`src/rtl/cla_mp_add_seq_pkg.sv`:
```
// Shared types, widths and the lookahead carry helper for the multi-precision
// add/subtract sequencer and its 32-bit carry-lookahead adder.
package cla_mp_add_seq_pkg;

    localparam int LIMB_W  = 32;
    localparam int GROUP_W = 4;
    localparam int NGROUPS = LIMB_W / GROUP_W;

    typedef enum logic [1:0] {
        IDLE  = 2'd0,
        RUN   = 2'd1,
        FLUSH = 2'd2
    } state_t;

    // Carry into position n of a lookahead block, written as the flat
    // sum-of-products: c_n = G[n-1] | P[n-1]G[n-2] | ... | P[n-1..0]c0.
    // No term depends on another carry, so no ripple chain is formed.
    function automatic logic carry_into(
        input logic [NGROUPS-1:0] gen,
        input logic [NGROUPS-1:0] prop,
        input logic               c0,
        input int                 n
    );
        logic c;
        logic term;
        // NOTE: function locals are temporaries, so blocking assignments are
        // correct here; registered state elsewhere always uses <=.
        c = c0;
        for (int m = 0; m < NGROUPS; m++) begin
            if (m < n) c = c & prop[m];
        end
        for (int j = 0; j < NGROUPS; j++) begin
            if (j < n) begin
                term = gen[j];
                for (int m = j + 1; m < NGROUPS; m++) begin
                    if (m < n) term = term & prop[m];
                end
                c = c | term;
            end
        end
        return c;
    endfunction

endpackage

```
`src/rtl/cla_mp_add_seq_if.sv`:
```
// Operand and result limb streams of the sequencer (valid/ready on both sides).
// slave: the sequencer; master: the operand source / result sink.
interface cla_mp_add_seq_if
    import cla_mp_add_seq_pkg::*;
();

    logic              in_valid;
    logic              in_ready;
    logic [LIMB_W-1:0] a_word;
    logic [LIMB_W-1:0] b_word;
    logic              out_valid;
    logic              out_ready;
    logic [LIMB_W-1:0] sum_word;
    logic              out_last;

    modport slave (
        input  in_valid, a_word, b_word, out_ready,
        output in_ready, out_valid, sum_word, out_last
    );

    modport master (
        output in_valid, a_word, b_word, out_ready,
        input  in_ready, out_valid, sum_word, out_last
    );

endinterface

```
`src/rtl/cla_mp_add_seq_cla_add32_lookahead.sv`:
```
// 32-bit carry-lookahead adder: eight 4-bit P/G cells feeding an 8-group
// lookahead carry network. Purely combinational.
module cla_add32_lookahead
    import cla_mp_add_seq_pkg::*;
(
    input  logic [LIMB_W-1:0] a,
    input  logic [LIMB_W-1:0] b,
    input  logic              cin,
    output logic [LIMB_W-1:0] sum,
    output logic              cout
);

    logic [LIMB_W-1:0]  p;
    logic [LIMB_W-1:0]  g;
    logic [NGROUPS-1:0] grp_p;
    logic [NGROUPS-1:0] grp_g;
    logic [NGROUPS:0]   grp_c;
    logic [LIMB_W-1:0]  bit_c;

    assign p = a ^ b;
    assign g = a & b;

    for (genvar k = 0; k < NGROUPS; k++) begin : g_cell
        logic [NGROUPS-1:0] cell_g;
        logic [NGROUPS-1:0] cell_p;

        // Widen the 4-bit slice so the shared lookahead helper applies.
        assign cell_g = {{(NGROUPS-GROUP_W){1'b0}}, g[k*GROUP_W +: GROUP_W]};
        assign cell_p = {{(NGROUPS-GROUP_W){1'b0}}, p[k*GROUP_W +: GROUP_W]};

        assign grp_p[k] = &p[k*GROUP_W +: GROUP_W];
        assign grp_g[k] = carry_into(cell_g, cell_p, 1'b0, GROUP_W);

        // Bit carries inside the cell come from the group carry-in.
        for (genvar j = 0; j < GROUP_W; j++) begin : g_bit
            assign bit_c[k*GROUP_W + j] = carry_into(cell_g, cell_p, grp_c[k], j);
        end
    end

    // Group carries all derive directly from cin and the group P/G terms.
    for (genvar n = 0; n <= NGROUPS; n++) begin : g_look
        assign grp_c[n] = carry_into(grp_g, grp_p, cin, n);
    end

    assign sum  = p ^ bit_c;
    assign cout = grp_c[NGROUPS];

endmodule

```
`src/rtl/cla_mp_add_seq.sv`:
```
// Multi-precision add/subtract sequencer: streams WORDS 32-bit limbs (LS limb
// first) through a carry-lookahead adder, chaining the carry between limbs,
// with a single-entry registered output buffer.
// Optional zero-result flag: define CLA_MP_ADD_SEQ_ZERO_FLAG_EN.
module cla_mp_add_seq
    import cla_mp_add_seq_pkg::*;
#(
    parameter int WORDS = 4,
    parameter int CW    = 4
) (
    input  logic            clk,
    input  logic            rst,
    input  logic            start,
    input  logic            op_sub,
    output logic            busy,
    cla_mp_add_seq_if.slave bus,
    output logic            carry_out,
    output logic            overflow,
    output logic            zero,
    output logic            done
);

    state_t            state;
    state_t            state_next;
    logic [CW-1:0]     cnt;
    logic              carry_reg;
    logic              op_sub_reg;
    logic [LIMB_W-1:0] sum_q;
    logic              out_valid_q;
    logic              out_last_q;
    logic              in_ready_c;
    logic [LIMB_W-1:0] b_eff;
    logic [LIMB_W-1:0] s;
    logic              c32;
    logic              start_go;
    logic              accept;
    logic              last_limb;
    logic              out_fire;

    assign b_eff     = op_sub_reg ? ~bus.b_word : bus.b_word;
    assign start_go  = (state == IDLE) && start;
    assign accept    = bus.in_valid && in_ready_c;
    assign last_limb = (cnt == CW'(WORDS - 1));
    assign out_fire  = out_valid_q && bus.out_ready;

    cla_add32_lookahead u_cla (
        .a    (bus.a_word),
        .b    (b_eff),
        .cin  (carry_reg),
        .sum  (s),
        .cout (c32)
    );

    // State register.
    always_ff @(posedge clk or posedge rst) begin
        if (rst) state <= IDLE;
        else     state <= state_next;
    end

    // Next-state logic.
    always_comb begin
        // NOTE: default first so every path assigns state_next; a missing
        // branch would otherwise infer a latch.
        state_next = state;
        case (state)
            IDLE:    if (start_go)              state_next = RUN;
            RUN:     if (accept && last_limb)   state_next = FLUSH;
            FLUSH:   if (out_fire)              state_next = IDLE;
            default:                            state_next = IDLE;
        endcase
    end

    // Handshake outputs: accept a limb only in RUN when the buffer can take it.
    always_comb begin
        busy       = (state != IDLE);
        in_ready_c = (state == RUN) && (!out_valid_q || bus.out_ready);
    end

    // Limb datapath, carry chain, output buffer and completion flags.
    always_ff @(posedge clk or posedge rst) begin
        if (rst) begin
            cnt         <= '0;
            carry_reg   <= 1'b0;
            op_sub_reg  <= 1'b0;
            sum_q       <= '0;
            out_valid_q <= 1'b0;
            out_last_q  <= 1'b0;
            carry_out   <= 1'b0;
            overflow    <= 1'b0;
            done        <= 1'b0;
        end else begin
            done <= 1'b0;
            if (start_go) begin
                op_sub_reg <= op_sub;
                carry_reg  <= op_sub;
                cnt        <= '0;
                carry_out  <= 1'b0;
                overflow   <= 1'b0;
            end
            if (accept) begin
                // A new limb replaces the buffer, even while it is being drained.
                sum_q       <= s;
                out_valid_q <= 1'b1;
                out_last_q  <= last_limb;
                carry_reg   <= c32;
                if (last_limb) begin
                    carry_out <= c32;
                    overflow  <= (bus.a_word[LIMB_W-1] == b_eff[LIMB_W-1]) &&
                                 (s[LIMB_W-1] != bus.a_word[LIMB_W-1]);
                end else begin
                    cnt <= cnt + CW'(1);
                end
            end else if (out_fire) begin
                out_valid_q <= 1'b0;
                out_last_q  <= 1'b0;
                if (state == FLUSH) done <= 1'b1;
            end
        end
    end

`ifdef CLA_MP_ADD_SEQ_ZERO_FLAG_EN
    logic zero_acc;
    logic zero_q;

    // Running "all limbs zero" accumulator, published on the last limb.
    always_ff @(posedge clk or posedge rst) begin
        if (rst) begin
            zero_acc <= 1'b0;
            zero_q   <= 1'b0;
        end else if (start_go) begin
            zero_acc <= 1'b1;
            zero_q   <= 1'b0;
        end else if (accept) begin
            zero_acc <= zero_acc && (s == '0);
            if (last_limb) zero_q <= zero_acc && (s == '0);
        end
    end

    assign zero = zero_q;
`else
    assign zero = 1'b0;
`endif

    assign bus.in_ready  = in_ready_c;
    assign bus.out_valid = out_valid_q;
    assign bus.sum_word  = sum_q;
    assign bus.out_last  = out_last_q;

endmodule

```
`src/flat_wrapper.sv`:
```
// flat-port wrapper written by rule: the top's interface ports become plain ports
module cla_mp_add_seq_flat import cla_mp_add_seq_pkg::*;
#(
    parameter int WORDS = 4,
    parameter int CW    = 4
)
  (clk, rst, start, op_sub, busy, carry_out, overflow, zero, done, bus_in_valid, bus_a_word, bus_b_word, bus_out_ready, bus_in_ready, bus_out_valid, bus_sum_word, bus_out_last);
  cla_mp_add_seq_if bus_i ();
  input  logic clk;
  input  logic rst;
  input  logic start;
  input  logic op_sub;
  output logic busy;
  output logic carry_out;
  output logic overflow;
  output logic zero;
  output logic done;
  input wire logic [$bits(bus_i.in_valid)-1:0] bus_in_valid;
  input wire logic [$bits(bus_i.a_word)-1:0] bus_a_word;
  input wire logic [$bits(bus_i.b_word)-1:0] bus_b_word;
  input wire logic [$bits(bus_i.out_ready)-1:0] bus_out_ready;
  output wire logic [$bits(bus_i.in_ready)-1:0] bus_in_ready;
  output wire logic [$bits(bus_i.out_valid)-1:0] bus_out_valid;
  output wire logic [$bits(bus_i.sum_word)-1:0] bus_sum_word;
  output wire logic [$bits(bus_i.out_last)-1:0] bus_out_last;
  assign bus_i.in_valid = bus_in_valid;
  assign bus_i.a_word = bus_a_word;
  assign bus_i.b_word = bus_b_word;
  assign bus_i.out_ready = bus_out_ready;
  assign bus_in_ready = bus_i.in_ready;
  assign bus_out_valid = bus_i.out_valid;
  assign bus_sum_word = bus_i.sum_word;
  assign bus_out_last = bus_i.out_last;
  cla_mp_add_seq #(.WORDS(WORDS), .CW(CW)) u_core (.clk(clk), .rst(rst), .start(start), .op_sub(op_sub), .busy(busy), .bus(bus_i), .carry_out(carry_out), .overflow(overflow), .zero(zero), .done(done));
endmodule
```
`config.mk`:
```
export PLATFORM = sky130hd
export DESIGN_NAME = cla_mp_add_seq_flat
export DESIGN_NICKNAME = d
export VERILOG_FILES = /design/src/rtl/cla_mp_add_seq_pkg.sv /design/src/rtl/cla_mp_add_seq_if.sv /design/src/rtl/cla_mp_add_seq_cla_add32_lookahead.sv /design/src/rtl/cla_mp_add_seq.sv /design/src/flat_wrapper.sv
export SDC_FILE = /design/constraint.sdc
export NUM_CORES = 1
export LEC_CHECK = 0
export ABC_AREA = 1
export BUFFER_PORTS_ARGS = -buffer_cell sky130_fd_sc_hd__buf_2
export CAP_MARGIN = 25
export CORE_ASPECT_RATIO = 2
export CORE_UTILIZATION = 29
export DETAILED_ROUTE_END_ITERATION = 8
export SLEW_MARGIN = 20
export SYNTH_ARGS = -nofsm -noshare
export SYNTH_HDL_FRONTEND = slang
export SYNTH_SLANG_ARGS = --single-unit
```
`constraint.sdc`:
```
create_clock -name clk -period 4.5 [get_ports clk]
set_clock_uncertainty 0.1 [all_clocks]
set_input_delay 1.125 -clock clk [delete_from_list [all_inputs] [get_ports clk]]
set_output_delay 1.125 -clock clk [all_outputs]
set_load 0.03 [all_outputs]
```
==> Yosys cells after proc, flatten, opt, wreduce, memory -nomap -nowiden <==
Index checks and enable logic that the tools add are counted.
{ "totals": {"register_bits": 45, "inputBits": 70, "out_inout_bits": 40} }
{ "op_classes": {"addsub": 1, "n_eq_ne": 8, "n_mux": 22, "bitwise_logic": 220, "reduce_logical": 21} }
{ "ops": {"columns": ["operator", "count"], "rows": [
  ["$and A1 B1 Y1", 108],
  ["$or A1 B1 Y1", 108],
  ["$xor A32 B32 Y32", 2],
  ["$and A32 B32 Y32", 1],
  ["$mux W32", 1],
  ["$not A32 Y32", 1],
  ["$reduce_and A4 Y1", 8],
  ["$mux W1", 14],
  ["$mux W4", 3],
  ["$logic_and A1 B1 Y1", 6],
  ["$mux W2", 3],
  ["$ne A2 B1 Y1 const B", 3],
  ["$pmux W2 S3", 1],
  ["$reduce_bool A2 Y1", 3],
  ["$add A4 B1 Y4 const B", 1],
  ["$eq A4 B2 Y1 const B", 1],
  ["$reduce_and A3 Y1", 1],
  ["$eq A2 B1 Y1 const B", 1],
  ["$eq A2 B2 Y1 const B", 1],
  ["$logic_not A2 Y1", 1],
  ["$eq A1 B1 Y1", 1],
  ["$logic_not A1 Y1", 1],
  ["$logic_or A1 B1 Y1", 1],
  ["$ne A1 B1 Y1", 1]
]} }

==> Logic depth before layout (Yosys ltp) <==
Gate-level depths: netlist (run 1).
{ "logic_depth": {"depth_word": 33, "depth_mapped": 22, "ltp_nobuf": 20} }

==> Hierarchy <==
A second synthesis (run 1) with hierarchy kept.
{ "unflattened": {"cells_unflattened": 459, "area_unflattened_um2": 3676.0} }
{ "by_module_without_submodules": {"columns": ["mod", "instances", "cells_per_inst", "area_each_um2", "seq_area_each_um2"], "rows": [
  ["cla_mp_add_seq", 1, 269, 2233.4, 1126.1],
  ["cla_add32_lookahead", 1, 190, 1442.6, 0.0]
]} }

==> Worst setup path after synthesis (run 1) <==
OpenSTA, ideal clock, no wires.
{ "synth_path": {"path_kind": "input-to-reg", "start": "in bus_b_word[12]", "end": "reg u_core.sum_q[27], in the netlist u_core.bus.sum_word[27]", "setup_ns": 0.128, "arrival_ns": 3.275, "required_ns": 4.272, "setup_slack_ns": 0.998, "cell_stages": 20, "path_buffers": 0, "cell_sequence": "xnor2_1 > inv_1 > ha_1 > nand2_2 > inv_2 > nand2_4 > nor2_4 > nand2_1 > nand2_1 > nor2_2 > nand3_2 > or2_4 > inv_4 > o21bai_4 > ha_1 > a21oi_1 > inv_1 > a21oi_1 > xor2_1 > o21ai_0"} }
{ "synth_via": {"elab_chain_cells": 21, "word_cells_on_any_way": 38, "classes_between": "1 x mux; 36 x bitwise; 1 x reduce/logical"} }
{ "synth_rtl": {"columns": ["item", "line", "rtl"], "rows": [
  ["start: declaration", "flat_wrapper.sv:20", "input wire logic [$bits(bus_i.b_word)-1:0] bus_b_word;"],
  ["$not A32 Y32", "cla_mp_add_seq.sv:40", "assign b_eff = op_sub_reg ? ~bus.b_word : bus.b_word;"],
  ["$mux W32 (*)", "cla_mp_add_seq.sv:40", null],
  ["$and A32 B32 Y32", "cla_mp_add_seq_cla_add32_lookahead.sv:21", "assign g = a & b;"],
  ["$and A1 B1 Y1 (3 in a row)", "cla_mp_add_seq_pkg.sv:36", "if (m < n) term = term & prop[m];"],
  ["$or A1 B1 Y1 (3 in a row)", "cla_mp_add_seq_pkg.sv:38", "c = c | term;"],
  ["$and A1 B1 Y1 (2 in a row)", "cla_mp_add_seq_pkg.sv:36", null],
  ["$or A1 B1 Y1 (*) (3 in a row)", "cla_mp_add_seq_pkg.sv:38", null],
  ["$and A1 B1 Y1 (*) (3 in a row)", "cla_mp_add_seq_pkg.sv:30", "if (m < n) c = c & prop[m];"],
  ["$or A1 B1 Y1 (*) (3 in a row)", "cla_mp_add_seq_pkg.sv:38", null],
  ["$xor A32 B32 Y32 (*)", "cla_mp_add_seq_cla_add32_lookahead.sv:45", "assign sum = p ^ bit_c;"],
  ["end signal: assignment", "cla_mp_add_seq.sv:102", "sum_q <= s;"],
  ["end: declaration", "cla_mp_add_seq.sv:28", "logic [LIMB_W-1:0] sum_q;"]
]} }
Every way passes the cells marked *; elsewhere a longest branch is shown, timed or not.
A chain may end at the register's enable or synchronous reset.

==> Final worst setup path (run 1) <==
Same ends and word-level chain as after synthesis.

==> results.txt, run 1 <==
For this run, the register share of the synthesized area comes to 31.0%. After synthesis, the share of flip-flops with an asynchronous set or reset is 100%. After the last flow step, the layout net total stands at 655. For this configuration, the core starts out at a cell density of 29.8%. The floorplan has 57 rows. The run finished with clean final reports.

Largest incremental delay on the critical path: 0.32 ns. The worst hold path belongs to the class flop to flop. Of the cells placed in the final design, the portion with a size suffix greater than 1 is 28.7%.

Data required time at the worst endpoint: 4.54 ns. From bottom edge to top edge, the die measures 160 um. The maximum buffer depth of the clock tree is 2. The tools report the post-cts hold buffer count as 0.

The number of warnings reported in the yosys synthesis log was 0. The run gives 45 as the number of clock sinks seen by CTS. At the worst endpoint, the arrival time is 3.63 ns. The smallest hold slack was 0.381 ns; the number of slew-limit violations in the final report was 0. Yosys mapped the design onto 37 distinct sky130hd cell types. The run gives 0.00433 sq mm as the instance area after placement. The combined buffer and inverter count along the critical path was 5; the worst slack at placement was 0.552 ns. The layer flagged by global routing as most heavily used is met2. The run gives 0.411 mV as the worst vdd rail ir drop.

After detailed routing, the average wire length per cell comes to 13.1 um. The H-tree was split into 2 levels. The core region is 0.0122 sq mm.

Global routing finished with a remaining overflow of 0. The register with the most flip-flops in the layout has 32 of them. The run gives 3369 as the number of global-route vias before repair. Dividing the final minimum period by the clock period gives 79.6%. Each instance of the synthesized netlist takes up on average 8.46 sq um. In this run the post-CTS setup repair buffer count came out at 0. The sequential cells in the finished layout cover a total of 0.00113 sq mm.

The upper clock frequency limit was 279 MHz. The synthesized design contains 0 enable-type register cells. Clock-pin slew was measured on the worst setup and hold paths at 0.06 ns.

Dividing total power by cell area gives a power density of 724 mW/mm^2. On the critical path, the stage with the largest delay is an instance of sky130_fd_sc_hd__ha_1. The run gives 0 as the number of max-cap violations.

The overall via count from detail_route is 3139, and the die outline area is 0.0130 sq mm. The class of the most critical setup path was input pin to flop. Synthesis produced a netlist with a net count of 548. For the number of antenna violations at the first check in global routing, the log shows 2. Of all nets on the critical path, the largest fanout is 3. Setup total negative slack on the finished layout was measured at 0 ns. The die is 81.1 um wide.

The cell at the root of the clock tree is sky130_fd_sc_hd__clkbuf_16. The final layout contains routed wiring with a total length of 9000 um. The multi-input combinational cells in the finished layout cover a total of 0.00223 sq mm.

After layout, the minimum clock period comes to 3.58 ns. After routing the design area is 0.00451 sq mm. Using the TritonRoute via totals, the vias-per-cell ratio works out to 4.58.

At the end of routability-driven placement, the weighted congestion stood at 0.826. Entering global routing, the biggest net connects 42 pins. The number of CTS-inserted buffers is 5, and the remaining max-slew budget at the tightest pin is 51.2%. For the post-synthesis instance area, the log shows 0.00363 sq mm. Traced cell by cell, the critical path runs through buf_2 > xnor2_1 > inv_1 > ha_1 > nand2_2 > inv_2 > nand2_4 > nor2_4 > nand2_1 > nand2_1 > nor2_2 > nand3_2 > or2_4 > inv_4 > o21bai_4 > ha_1 > a21oi_1 > inv_1 > a21oi_1 > xor2_1 > o21ai_0. The kind of cell adding the most delay to the critical path was simple AND/OR/NAND/NOR gates.

For this run, the detailed router's first-pass iteration total came to 4. STA classifies the critical path startpoint as an input pin. In this run, placement finished with an instance count of 676. The count of buffers added on input and output ports is 108. Compared with the post-synthesis result, the final layout area differs by 24.3%. Met1 demand-to-capacity share in global routing: 14.8%. The first-iteration detailed-routing DRC count came out at 106. After layout, the design draws a total of 3.26 mW.

The primary flip-flop cell chosen by synthesis mapping is sky130_fd_sc_hd__dfrtp_1. The count of nets left with antenna violations once routing finished came out at 0. Global routing used 29.1% of the available met2 tracks. Setup repair after global routing left no endpoint under its margin.

For the post-synthesis cell count, the log shows 429. The reported leakage power came out at 2.47 nW. Global-route usage over all layers: 15.1%. The logs give 110 for the number of top-level pins and 0.916 ns for the slack of the critical path. The wire-length estimate of the detail-placed layout is 7310 um. The run gives 1.77% as the global routing usage on met3. The wire length of the first global-routing pass came out at 15000 um. In the layout the commonest cells are 108 x sky130_fd_sc_hd__buf_2, 93 x sky130_fd_sc_hd__nand2_1, 47 x sky130_fd_sc_hd__inv_1, 47 x sky130_fd_sc_hd__xor2_1, 44 x sky130_fd_sc_hd__dfrtp_1. The synthesized design contains 45 register bits. The count of instances resized after the clock tree is built was 0. In the routed design, unresolved DRC markers number 0.

The measured slew at the worst slew-check pin works out to 0.729 ns. For the fill cell total of the finished layout, the log shows 1275. TritonCTS built the clock tree. For the post-layout utilization of the core, the log shows 37.0%.

The library cell used most frequently in the layout, excluding fill and tap cells, is sky130_fd_sc_hd__buf_2. The worst setup path is captured at a flop. The hold violation count in the final report was 0. The clock latency on the worst-skew pair is 0.29 ns. Setup violations remaining at the end of the flow were counted as 0.

The count of cells in the finished layout, fillers not included, comes to 686.
[worst paths after layout]
check,startpoint,to,slack [ns],cells after the start
setup / recovery,bus_b_word[12],u_core.bus.sum_word[27]$_DFFE_PP0P_,0.92,21
hold / removal,u_core.bus.sum_word[19]$_DFFE_PP0P_,u_core.bus.sum_word[19]$_DFFE_PP0P_,0.38,2
setup reg to reg,u_core.op_sub_reg$_DFFE_PP0P_,u_core.bus.sum_word[27]$_DFFE_PP0P_,1.04,20
hold reg to reg,u_core.bus.sum_word[19]$_DFFE_PP0P_,u_core.bus.sum_word[19]$_DFFE_PP0P_,0.38,2
max in group asynchronous,rst,u_core.op_sub_reg$_DFFE_PP0P_,3.04,3
min in group asynchronous,rst,u_core.bus.sum_word[14]$_DFFE_PP0P_,0.73,2
[metal layers]
| metal | part of all wire [%] | up-vias |
|---|---|---|
| li1 | - | 1583 |
| met1 | 36 | 1459 |
| met2 | 57 | 78 |
| met3 | 2.8 | 19 |
| met4 | 3.4 | 0 |
| met5 | 0 | - |
[cell families after synthesis]
family | count (synthesis) | share of synthesized area (%)
compound gates | 64 | 9.76
xor+xnor | 58 | 14.0
fa+ha+maj | 49 | 18.6
buf+inv | 66 | 7.41
flops | 45 | 31.0
other cells | 1 | 0.103
simple gates | 146 | 19.1
[power breakdown]
part	internal (mW)	total, mW	switching (mW)
clock	0.263	0.437	0.174
sequential	0.593	0.742	0.149
combinational	0.765	2.08	1.32
[Yosys cell counts, types with 2 or more instances]
cell type	number	area share [%]
sky130_fd_sc_hd__a21oi_1	22	3.0
sky130_fd_sc_hd__buf_2	6	0.83
sky130_fd_sc_hd__clkbuf_1	4	0.41
sky130_fd_sc_hd__dfrtp_1	45	31
sky130_fd_sc_hd__fa_1	8	4.4
sky130_fd_sc_hd__ha_1	41	14
sky130_fd_sc_hd__inv_1	48	5.0
sky130_fd_sc_hd__inv_2	5	0.52
sky130_fd_sc_hd__nand2_1	93	9.6
sky130_fd_sc_hd__nand2_2	7	1.2
sky130_fd_sc_hd__nand3_1	18	2.5
sky130_fd_sc_hd__nand3_2	4	1.1
sky130_fd_sc_hd__nand4_1	2	0.34
sky130_fd_sc_hd__nor2_1	8	0.83
sky130_fd_sc_hd__nor2_2	5	0.86
sky130_fd_sc_hd__nor2_4	3	0.93
sky130_fd_sc_hd__o21ai_0	27	3.7
sky130_fd_sc_hd__o21ai_1	6	0.83
sky130_fd_sc_hd__o22ai_1	2	0.34
sky130_fd_sc_hd__o31ai_1	2	0.41
sky130_fd_sc_hd__xnor2_1	11	2.7
sky130_fd_sc_hd__xor2_1	47	11
[tightest hold or removal path: cells and delay by family (launching register included)]
family | cells | cell delay (ns)
AO/OA/AOI/OAI | 1 | 0.06
flip-flops | 1 | 0.34
AND/OR/NAND/NOR | 1 | 0.05
[area by class of cell]
class / instances / share of cell area [%]
sequential: 45 / 25.0
tap: 147 / 4.08
antenna: 2 / 0.111
inverter: 54 / 4.55
clock inverter: 3 / 1.03
clock buffer: 5 / 2.77
timing repair buffer: 112 / 12.9
multi-input combinational: 318 / 49.5
No activity file was read; power rests on OpenSTA's default activity.
==> run 2: changes to the inputs <==
==> constraint.sdc (replaced) <==
create_clock -name clk -period 2.96 [get_ports clk]
set_clock_uncertainty 0.1 [all_clocks]
set_input_delay 0.74 -clock clk [delete_from_list [all_inputs] [get_ports clk]]
set_output_delay 0.74 -clock clk [all_outputs]
set_load 0.03 [all_outputs]
==> results.txt, run 2 (synthesized netlist as in run 1, its figures left out) <==
Combined buffer and inverter count along the critical path: 5 (unchanged). Share of total power in the clock network: 9.3% (-4.1 points). The tools report the die outline area as 0.0130 sq mm (unchanged). The maximum buffer depth of the clock tree was 2 (unchanged).

The worst path uses 106% of the clock period. For the total half-perimeter wirelength after legalization and detailed placement, the log shows 7680 um (+5.1%). The tools report the post-cts hold buffer count as 0 (unchanged). The run gives 110 (unchanged) as the number of top-level pins.

The number of cell instances on the worst register-to-register path is 19 (-5.0%). The global-route usage over all layers was 15.8% (+0.63 points). The most common cell after layout, fill and taps aside was sky130_fd_sc_hd__buf_2. The reg2reg setup slack is -0.19 ns (-1.23 ns). The clock-pin slew on the worst setup and hold paths is 0.07 ns (about the same), and the number of nets in the finished design is 730 (+11%). The area growth from synthesis to layout is 48.8%. The final standard cell count with taps included and fillers excluded came out at 762 (+11%). The largest incremental delay on the critical path works out to 0.45 ns (+0.13 ns).

The tools report the combinational power share as 73.2% (+9.3 points). In the layout the commonest cells are 108 x sky130_fd_sc_hd__buf_2, 81 x sky130_fd_sc_hd__nand2_1, 73 x sky130_fd_sc_hd__buf_4. The tools report the final wirelength as 9980 um (+11%).

Number of max-cap violations: 0 (unchanged). The die outline width works out to 81.1 um (unchanged). The run gives 0.00540 sq mm (+20%) as the cell area after layout. The fraction of layout cells with a size suffix above 1 is 45.3% (+17 points), and the number of stages on the worst setup path is 19 (-9.5%).

Setup repair after global routing could not meet its margin everywhere. The run gives 57.4% (+6.2 points) as the remaining max-slew budget at the tightest pin. The wire length of the first global-routing pass was 15700 um (+4.4%). The pin count of the biggest net entering global routing is 46 (+9.5%). Average wire length per cell after detail routing: 13.1 um (-0.23%). The final setup violation count is 12 (+12), and the number of clock sinks seen by CTS is 45 (unchanged).

The worst setup path is of the flop to flop kind. The total global routing overflow came out at 0 (unchanged). STA classifies the critical path endpoint as a flop. TritonCTS built the clock tree.

Number of nets with antenna violations after detailed routing: 0 (unchanged). In this run the critical register-to-register path is launched from u_core.op_sub_reg$_DFFE_PP0P_. The run gives 3 (+1) as the number of antenna violations at the first check in global routing. The data required time at the worst endpoint is 3.02 ns (-1.52 ns), and the port buffer count is 108 (unchanged).

Traced cell by cell, the critical path runs through buf_12 > buf_12 > xor2_2 > ha_1 > nand2_2 > inv_1 > nand2_1 > nand2_2 > nand4_1 > nand3_2 > or2_4 > inv_4 > o21bai_4 > ha_4 > a21oi_2 > inv_1 > a21oi_2 > xor2_1 > o21ai_1. Detailed-route DRC error count: 0 (unchanged). The total internal power is 3.26 mW (+100%), and the net switching power of the design is 2.87 mW (+75%). The most critical setup path has its endpoint at u_core.bus.sum_word[27]$_DFFE_PP0P_.

The slack of the critical path came out at -0.192 ns (-1.11 ns). The final reports fail on setup timing. In this run the critical register-to-register path is captured at u_core.bus.sum_word[27]$_DFFE_PP0P_. The global placer's final weighted congestion is 0.840 (+1.7%). The number of flip-flops under the largest register name was 32 (unchanged).

The tools report the CTS H-tree depth as 2 (unchanged). The part of the total power dissipated in sequential elements is 17.5% (-5.2 points). The power density relative to cell area is 1130 mW/mm^2 (+57%). Critical path data arrival time: 3.22 ns (-0.41 ns).

Biggest fanout along the worst timing path: 7 (+4). The detail-routed via count per cell works out to 4.50 (-1.7%). The upper clock frequency limit was 317 MHz; the overall via count from detail_route was 3426 (+9.1%).

The instance area after placement is 0.00480 sq mm (+11%), and the accumulated negative setup slack is -0.850 ns (-0.850 ns). The worst vdd rail ir drop is 0.545 mV (+33%), and the first-iteration detailed-routing DRC count is 92 (-13%). Subtracting the final worst setup slack from the clock period gives 3.15 ns. The start point of the critical path was u_core.op_sub_reg$_DFFE_PP0P_.

The hold violation count in the final report came out at 0 (unchanged). Standard cell with the maximum stage delay on the critical path: sky130_fd_sc_hd__dfrtp_2. The number of CTS-inserted buffers was 5 (unchanged). The height of the chip is 160 um (unchanged). The reported leakage power is 2.88 nW (+17%). The run finished, with violations left. The effective utilization at floorplan was 29.8% (unchanged); the switching power as a share of total power was 46.8% (-3.5 points). CTS placed an instance of sky130_fd_sc_hd__clkbuf_16 at the clock tree root. The total number of placement rows is 57 (unchanged). Area of the core: 0.0122 sq mm (unchanged). The origin of the worst min-delay path was u_core.bus.sum_word[7]$_DFFE_PP0P_. On the critical path the largest part of the delay comes from simple AND/OR/NAND/NOR gates. The number of detailed-routing iterations run before antenna repair is 4 (unchanged), and the measured slew at the worst slew-check pin is 0.638 ns (-0.0910 ns). The worst hold-check path type is flop to flop. The run gives 0.29 ns (about the same) as the clock latency on the worst-skew pair. The number of slew-limit violations in the final report was 0 (unchanged). The worst setup path is launched from a flop. The number of global-route vias before repair is 3503 (+4.0%). The number of placed instances, taps included came out at 732 (+8.3%).
[run 2: worst min-delay path by stage]
stage                                                to  slack, ns  cells past startpoint
CTS                  u_core.bus.sum_word[7]$_DFFE_PP0P_       0.39                      2
global placement    u_core.bus.sum_word[28]$_DFFE_PP0P_       0.36                      2
global route        u_core.bus.sum_word[31]$_DFFE_PP0P_       0.41                      2
floorplan                       u_core.cnt[0]$_DFF_PP0_       0.39                      1
detailed placement   u_core.bus.sum_word[7]$_DFFE_PP0P_       0.37                      2
finish               u_core.bus.sum_word[7]$_DFFE_PP0P_       0.38                      2
[run 2: layout make-up]
cell class,instances,area [sq um]
multi-input cells,318,2550
clock inverters,2,10.0
fillers,1200,6800
flip-flops and latches,45,1130
clock buffers,6,129
diodes,3,7.51
well taps,147,184
repair buffers,187,1190
inverters,54,205
[run 2: through the flow]
stage	total power, mW	setup slack (ns)	util [%]	hold WS (ns)
6_report	6.13	-0.192	44.3	0.384
5_1_grt	6.66	-0.334	44.3	0.412
4_1_cts	5.78	-0.198	41.6	0.387
3_5_place_dp	5.01	-0.407	39.4	0.369
3_3_place_gp	4.89	-0.292	39.4	0.365
2_1_floorplan	3.62	-0.0479	-	0.388
[run 2: power by group through the flow]
stage,Sequential (mW),Clock (mW),Combinational (mW)
after floorplan,1.51,0,2.11
after global placement,1.07,0,3.82
after detailed placement,1.08,0,3.93
after CTS,1.08,0.588,4.12
after global routing,1.11,0.615,4.94
final,1.07,0.571,4.48
[run 2: repair_timing]
action | in CTS | in global routing
gates resized for setup | 22 | 46
buffers inserted | 5 | 17
gates cloned | 0 | 0
pin swaps | 14 | 37
endpoints found under the hold margin | 0 | 0
endpoints found under the setup margin | 13 | 20
[run 2: metal layers]
layer | track usage (%) | vias up | routed length, um
li1 | - | 1726 | -
met1 | 14.8 | 1594 | 3420
met2 | 30.1 | 77 | 5770
met3 | 2.46 | 29 | 352
met4 | 9.33 | 0 | 432
met5 | 0 | - | 0
[run 2: worst reg2reg max path: stages (launching register included)]
cell and delay [ns]:
sky130_fd_sc_hd__dfrtp_2 0.45, sky130_fd_sc_hd__buf_12 0.17, sky130_fd_sc_hd__buf_12 0.14, sky130_fd_sc_hd__xor2_2 0.14, sky130_fd_sc_hd__ha_1 0.34, sky130_fd_sc_hd__nand2_2 0.11
sky130_fd_sc_hd__inv_1 0.05, sky130_fd_sc_hd__nand2_1 0.07, sky130_fd_sc_hd__nand2_2 0.07, sky130_fd_sc_hd__nand4_1 0.11, sky130_fd_sc_hd__nand3_2 0.12, sky130_fd_sc_hd__or2_4 0.26
sky130_fd_sc_hd__inv_4 0.06, sky130_fd_sc_hd__o21bai_4 0.07, sky130_fd_sc_hd__ha_4 0.16, sky130_fd_sc_hd__a21oi_2 0.15, sky130_fd_sc_hd__inv_1 0.07, sky130_fd_sc_hd__a21oi_2 0.13
sky130_fd_sc_hd__xor2_1 0.18, sky130_fd_sc_hd__o21ai_1 0.07
==> run 3: changes to the inputs <==
--- a/config.mk
+++ b/config.mk
@@ -5,10 +5,8 @@
 export SDC_FILE = /design/constraint.sdc
 export NUM_CORES = 1
 export LEC_CHECK = 0
-export ABC_AREA = 1
 export BUFFER_PORTS_ARGS = -buffer_cell sky130_fd_sc_hd__buf_2
 export CAP_MARGIN = 25
-export CORE_ASPECT_RATIO = 2
 export CORE_UTILIZATION = 29
 export DETAILED_ROUTE_END_ITERATION = 8
 export SLEW_MARGIN = 20
==> results.txt, run 3 <==
The run finished, with violations left. The checks that failed: setup timing. The power density relative to cell area was 1180 mW/mm^2 (+4.1%); the number of enable-type register cells in the synthesized netlist was 0 (unchanged). Final standard cell count with taps included and fillers excluded: 701 (-8.0%). The tools report the overall via count from detail_route as 3197 (-6.7%). The tools report the combinational power share as 72.6% (-0.6 points). The number of top-level pins is 110 (unchanged). The die outline width was 113 um (+39%). The number of synthesized register bits came out at 45 (unchanged). The detailed-route DRC error count was 0 (unchanged). The number of distinct library cells after synthesis was 46 (+24%); the clock latency on the worst-skew pair was 0.29 ns (about the same). For the remaining max-slew budget at the tightest pin, the log shows 64.4% (+7.0 points).

The data required time at the worst endpoint is 3.06 ns (+0.04 ns). The logs give 45 (unchanged) for the number of clock sinks seen by CTS and 681 (-7.0%) for the number of placed instances, taps included. The number of global-route vias before repair is 3352 (-4.3%).

The logs give 671 (-8.1%) for the number of nets in the finished design and 9.7% (+0.4 points) for the share of total power in the clock network. Number of cell instances on the worst register-to-register path: 14 (-5). The tools report the wire length of the first global-routing pass as 15400 um (-1.9%).

The slowest stage of the critical path is the sky130_fd_sc_hd__dfrtp_2 cell. The height of the chip is 113 um (-30%). Primary flip-flop cell chosen by synthesis mapping: sky130_fd_sc_hd__dfrtp_1. The post-synthesis cell count was 384 (-10%); the measured slew at the worst slew-check pin was 0.533 ns (-0.105 ns).

The number of CTS-inserted buffers was 5 (unchanged). The run gives 0.381 ns (-0.00268 ns) as the smallest hold slack. Number of stages on the worst setup path: 14 (-5).

Setup repair after global routing could not meet its margin everywhere. The most frequently used cell type in the post-synthesis netlist was sky130_fd_sc_hd__o21ai_0. The number of flip-flops under the largest register name is 32 (unchanged). The total area of multi-input combinational cells was 0.00243 sq mm (-4.7%). The worst hold-check path type was input pin to async pin. The biggest fanout along the worst timing path works out to 8 (+1). Traced cell by cell, the critical path runs through buf_12 > xor2_1 > ha_1 > a21oi_1 > o21a_1 > and2_4 > a221o_1 > o21ai_4 > ha_2 > o21ai_2 > nand2b_1 > a21oi_2 > xor2_1 > o31ai_1. The run gives 0 (unchanged) as the number of slew-limit violations in the final report. The tools report the kind of end point of the critical path as a flop. The number of nets with antenna violations after detailed routing was 0 (unchanged); the port buffer count was 108 (unchanged).

The logs give 0.0120 sq mm (-1.9%) for the area of the core and -0.197 ns (-0.00552 ns) for the slack of the critical path. The run gives 2.59 nW (-10%) as the reported leakage power. After synthesis, the cell types taking the most area are sky130_fd_sc_hd__dfrtp_1 32%, sky130_fd_sc_hd__ha_1 14%, sky130_fd_sc_hd__xor2_1 12%, sky130_fd_sc_hd__o21ai_0 7.2%, sky130_fd_sc_hd__nand2_1 5.0%. The class of the most critical setup path is flop to flop. The run gives 0.00355 sq mm (-2.3%) as the post-synthesis instance area.

The sequential area share after synthesis is 31.8% (+0.72 points), and the first-iteration detailed-routing DRC count is 114 (+24%). The final setup violation count was 19 (+7). The total half-perimeter wirelength after legalization and detailed placement was 7240 um (-5.7%); the effective utilization at floorplan was 29.6% (-0.11 points). The final clock period utilization by the worst path works out to 107% (+0.19 points). The logs give 3.21 mW (-1.4%) for the total internal power and 0 (unchanged) for the number of max-cap violations. The most common cell after layout, fill and taps aside is sky130_fd_sc_hd__buf_2. The post-layout utilization of the core is 42.4% (-1.8 points). Upper clock frequency limit: 317 MHz (-0.17%). The tools report the hold violation count in the final report as 0 (unchanged). The number of antenna violations at the first check in global routing came out at 1 (-2). The number of nets produced by synthesis was 503 (-8.2%); the final period demand of the worst path was 3.16 ns (+0.00552 ns). The logs give 2.78 mW (-3.1%) for the net switching power of the design and 17.6% (about the same) for the part of the total power dissipated in sequential elements. TritonCTS built the clock tree.

The top-area cell type share of the netlist area works out to 31.8% (+0.72 points). Final wirelength: 9070 um (-9.1%). Of all cell types, the one taking the most synthesized area is sky130_fd_sc_hd__dfrtp_1. The critical path data arrival time is 3.26 ns (+0.04 ns). The run gives 0 (unchanged) as the total global routing overflow. In the layout the commonest cells are 108 x sky130_fd_sc_hd__buf_2, 61 x sky130_fd_sc_hd__buf_4, 45 x sky130_fd_sc_hd__nand2_1, 45 x sky130_fd_sc_hd__xor2_1, 44 x sky130_fd_sc_hd__dfrtp_1.

The switching power as a share of total power is 46.4% (-0.45 points), and the post-synthesis average cell area is 9.23 sq um (+9.2%). Launching element type of the critical path: a flop. The detail-routed via count per cell was 4.56 (+1.4%); the largest incremental delay on the critical path was 0.47 ns (+0.02 ns).

Worst vdd rail ir drop: 0.494 mV (-9.4%). Maximum buffer depth of the clock tree: 2 (unchanged). The kind of cell adding the most delay to the critical path was compound AO/OA/AOI/OAI gates. The tools report the cell at the root of the clock tree as sky130_fd_sc_hd__clkbuf_16. The run gives 1188 (-1.0%) as the fill cell total of the finished layout.

The pin count of the biggest net entering global routing was 43 (-6.5%); the combined buffer and inverter count along the critical path was 1 (-4). The number of warnings reported in the yosys synthesis log came out at 0 (unchanged). The cell occurring most often along the worst timing path is sky130_fd_sc_hd__xor2_1.

Fraction of layout cells with a size suffix above 1: 42.0% (-3.3 points). Number of detailed-routing iterations run before antenna repair: 4 (unchanged). In the synthesized netlist, the cells that appear most often are 51 x sky130_fd_sc_hd__o21ai_0, 49 x sky130_fd_sc_hd__xor2_1, 47 x sky130_fd_sc_hd__nand2_1, 45 x sky130_fd_sc_hd__dfrtp_1, 41 x sky130_fd_sc_hd__ha_1.

The sequential cell area in the final layout is 0.00113 sq mm (unchanged). The global placer's final weighted congestion is 0.821 (-2.2%). Clock-pin slew on the worst setup and hold paths: 0.07 ns (about the same).

The average wire length per cell after detail routing is 12.9 um (-1.2%), and the total number of placement rows is 40 (-30%). The CTS H-tree depth came out at 2 (unchanged). The global-route usage over all layers is 15.2% (-0.55 points), and the fraction of synthesis flops using an asynchronous set or reset pin is 100% (unchanged).

The die outline area is 0.0127 sq mm (-2.4%), and the layout overhead on the synthesized area is 43.2%.
[run 3: cell types whose count changed after synthesis, sizes merged, moves of 6 or more]
cell	before	now
nand2b	0	10
o21ai	33	55
nand3	22	6
nand2	101	47
nor2	16	6
o21a	0	11
inv	54	28
clkbuf	4	10
[run 3: logic make-up (layout without fill, tap and decap cells)]
kind of cell | after synthesis | in the layout | share of synthesized area (%)
other | 1 | 2 | 0.106
adder cells (fa/ha/maj) | 49 | 49 | 19.0
XOR/XNOR | 57 | 57 | 14.1
AO/OA/AOI/OAI | 102 | 102 | 18.1
multiplexers | 3 | 3 | 0.917
AND/OR/NAND/NOR | 85 | 85 | 11.4
buffers and inverters | 42 | 211 | 4.66
flip-flops | 45 | 45 | 31.8
[run 3: power groups by stage]
stage	clock, mW	sequential [mW]	combinational (mW)
2_1_floorplan	0	1.49	2.20
3_3_place_gp	0	1.07	3.91
3_5_place_dp	0	1.08	3.99
4_1_cts	0.601	1.06	4.22
5_1_grt	0.627	1.10	4.85
6_report	0.582	1.06	4.35
[run 3: metal layers]
layer	track usage [%]	vias up	wire [um]
li1	-	1633	-
met1	18.0	1479	3870
met2	28.1	74	4740
met3	2.97	11	357
met4	3.73	0	108
met5	0	-	0
[run 3: worst paths after layout]
check | startpoint | endpoint | slack [ns]
min in group clk | u_core.bus.sum_word[10]$_DFFE_PP0P_ | u_core.bus.sum_word[10]$_DFFE_PP0P_ | 0.38
setup / recovery | u_core.op_sub_reg$_DFFE_PP0P_ | u_core.overflow$_DFF_PP0_ | -0.20
setup reg to reg | u_core.op_sub_reg$_DFFE_PP0P_ | u_core.overflow$_DFF_PP0_ | -0.20
hold reg to reg | u_core.bus.sum_word[10]$_DFFE_PP0P_ | u_core.bus.sum_word[10]$_DFFE_PP0P_ | 0.38
max in group asynchronous | rst | u_core.op_sub_reg$_DFFE_PP0P_ | 1.76
hold / removal | rst | u_core.bus.sum_word[20]$_DFFE_PP0P_ | 0.38
[run 3: timing repair]
item / 4_1_cts / 5_1_grt
pin swaps: 25 / 35
cloned: 1 / 0
hold buffers: 0 / 0
gates resized for setup: 17 / 28
endpoints found under the setup margin: 19 / 26
buffers inserted: 8 / 4
[run 3: stage by stage]
| step | instance area [sq um] | power [mW] | TNS, ns | setup slack (ns) |
|---|---|---|---|---|
| finish | 5080 | 5.99 | -1.92 | -0.197 |
| floorplan | 3590 | 3.69 | -1.03 | -0.234 |
| CTS | 4960 | 5.89 | -3.35 | -0.264 |
| global placement | 4700 | 4.98 | -9.22 | -0.587 |
| detailed placement | 4700 | 5.07 | -9.48 | -0.586 |
| global route | 5080 | 6.57 | -5.77 | -0.368 |
[run 3: final cells by class]
type,count,area share [%]
clock inverters,3,0.493
flip-flops and latches,45,22.2
repair buffers,175,21.2
multi-input cells,297,47.9
diodes,1,0.0493
clock buffers,5,2.46
inverters,28,2.07
well taps,147,3.62
[run 3: worst register-to-register path: cells and delay by family (launching register included)]
| family | cells | cell delay (ns) |
|---|---|---|
| AOI/OAI and AO/OA | 7 | 1.19 |
| xor gates and xnor gates | 2 | 0.30 |
| adders and majority gates | 2 | 0.56 |
| buffers and inverters | 1 | 0.17 |
| DFF | 1 | 0.47 |
| and+or+nand+nor | 2 | 0.27 |
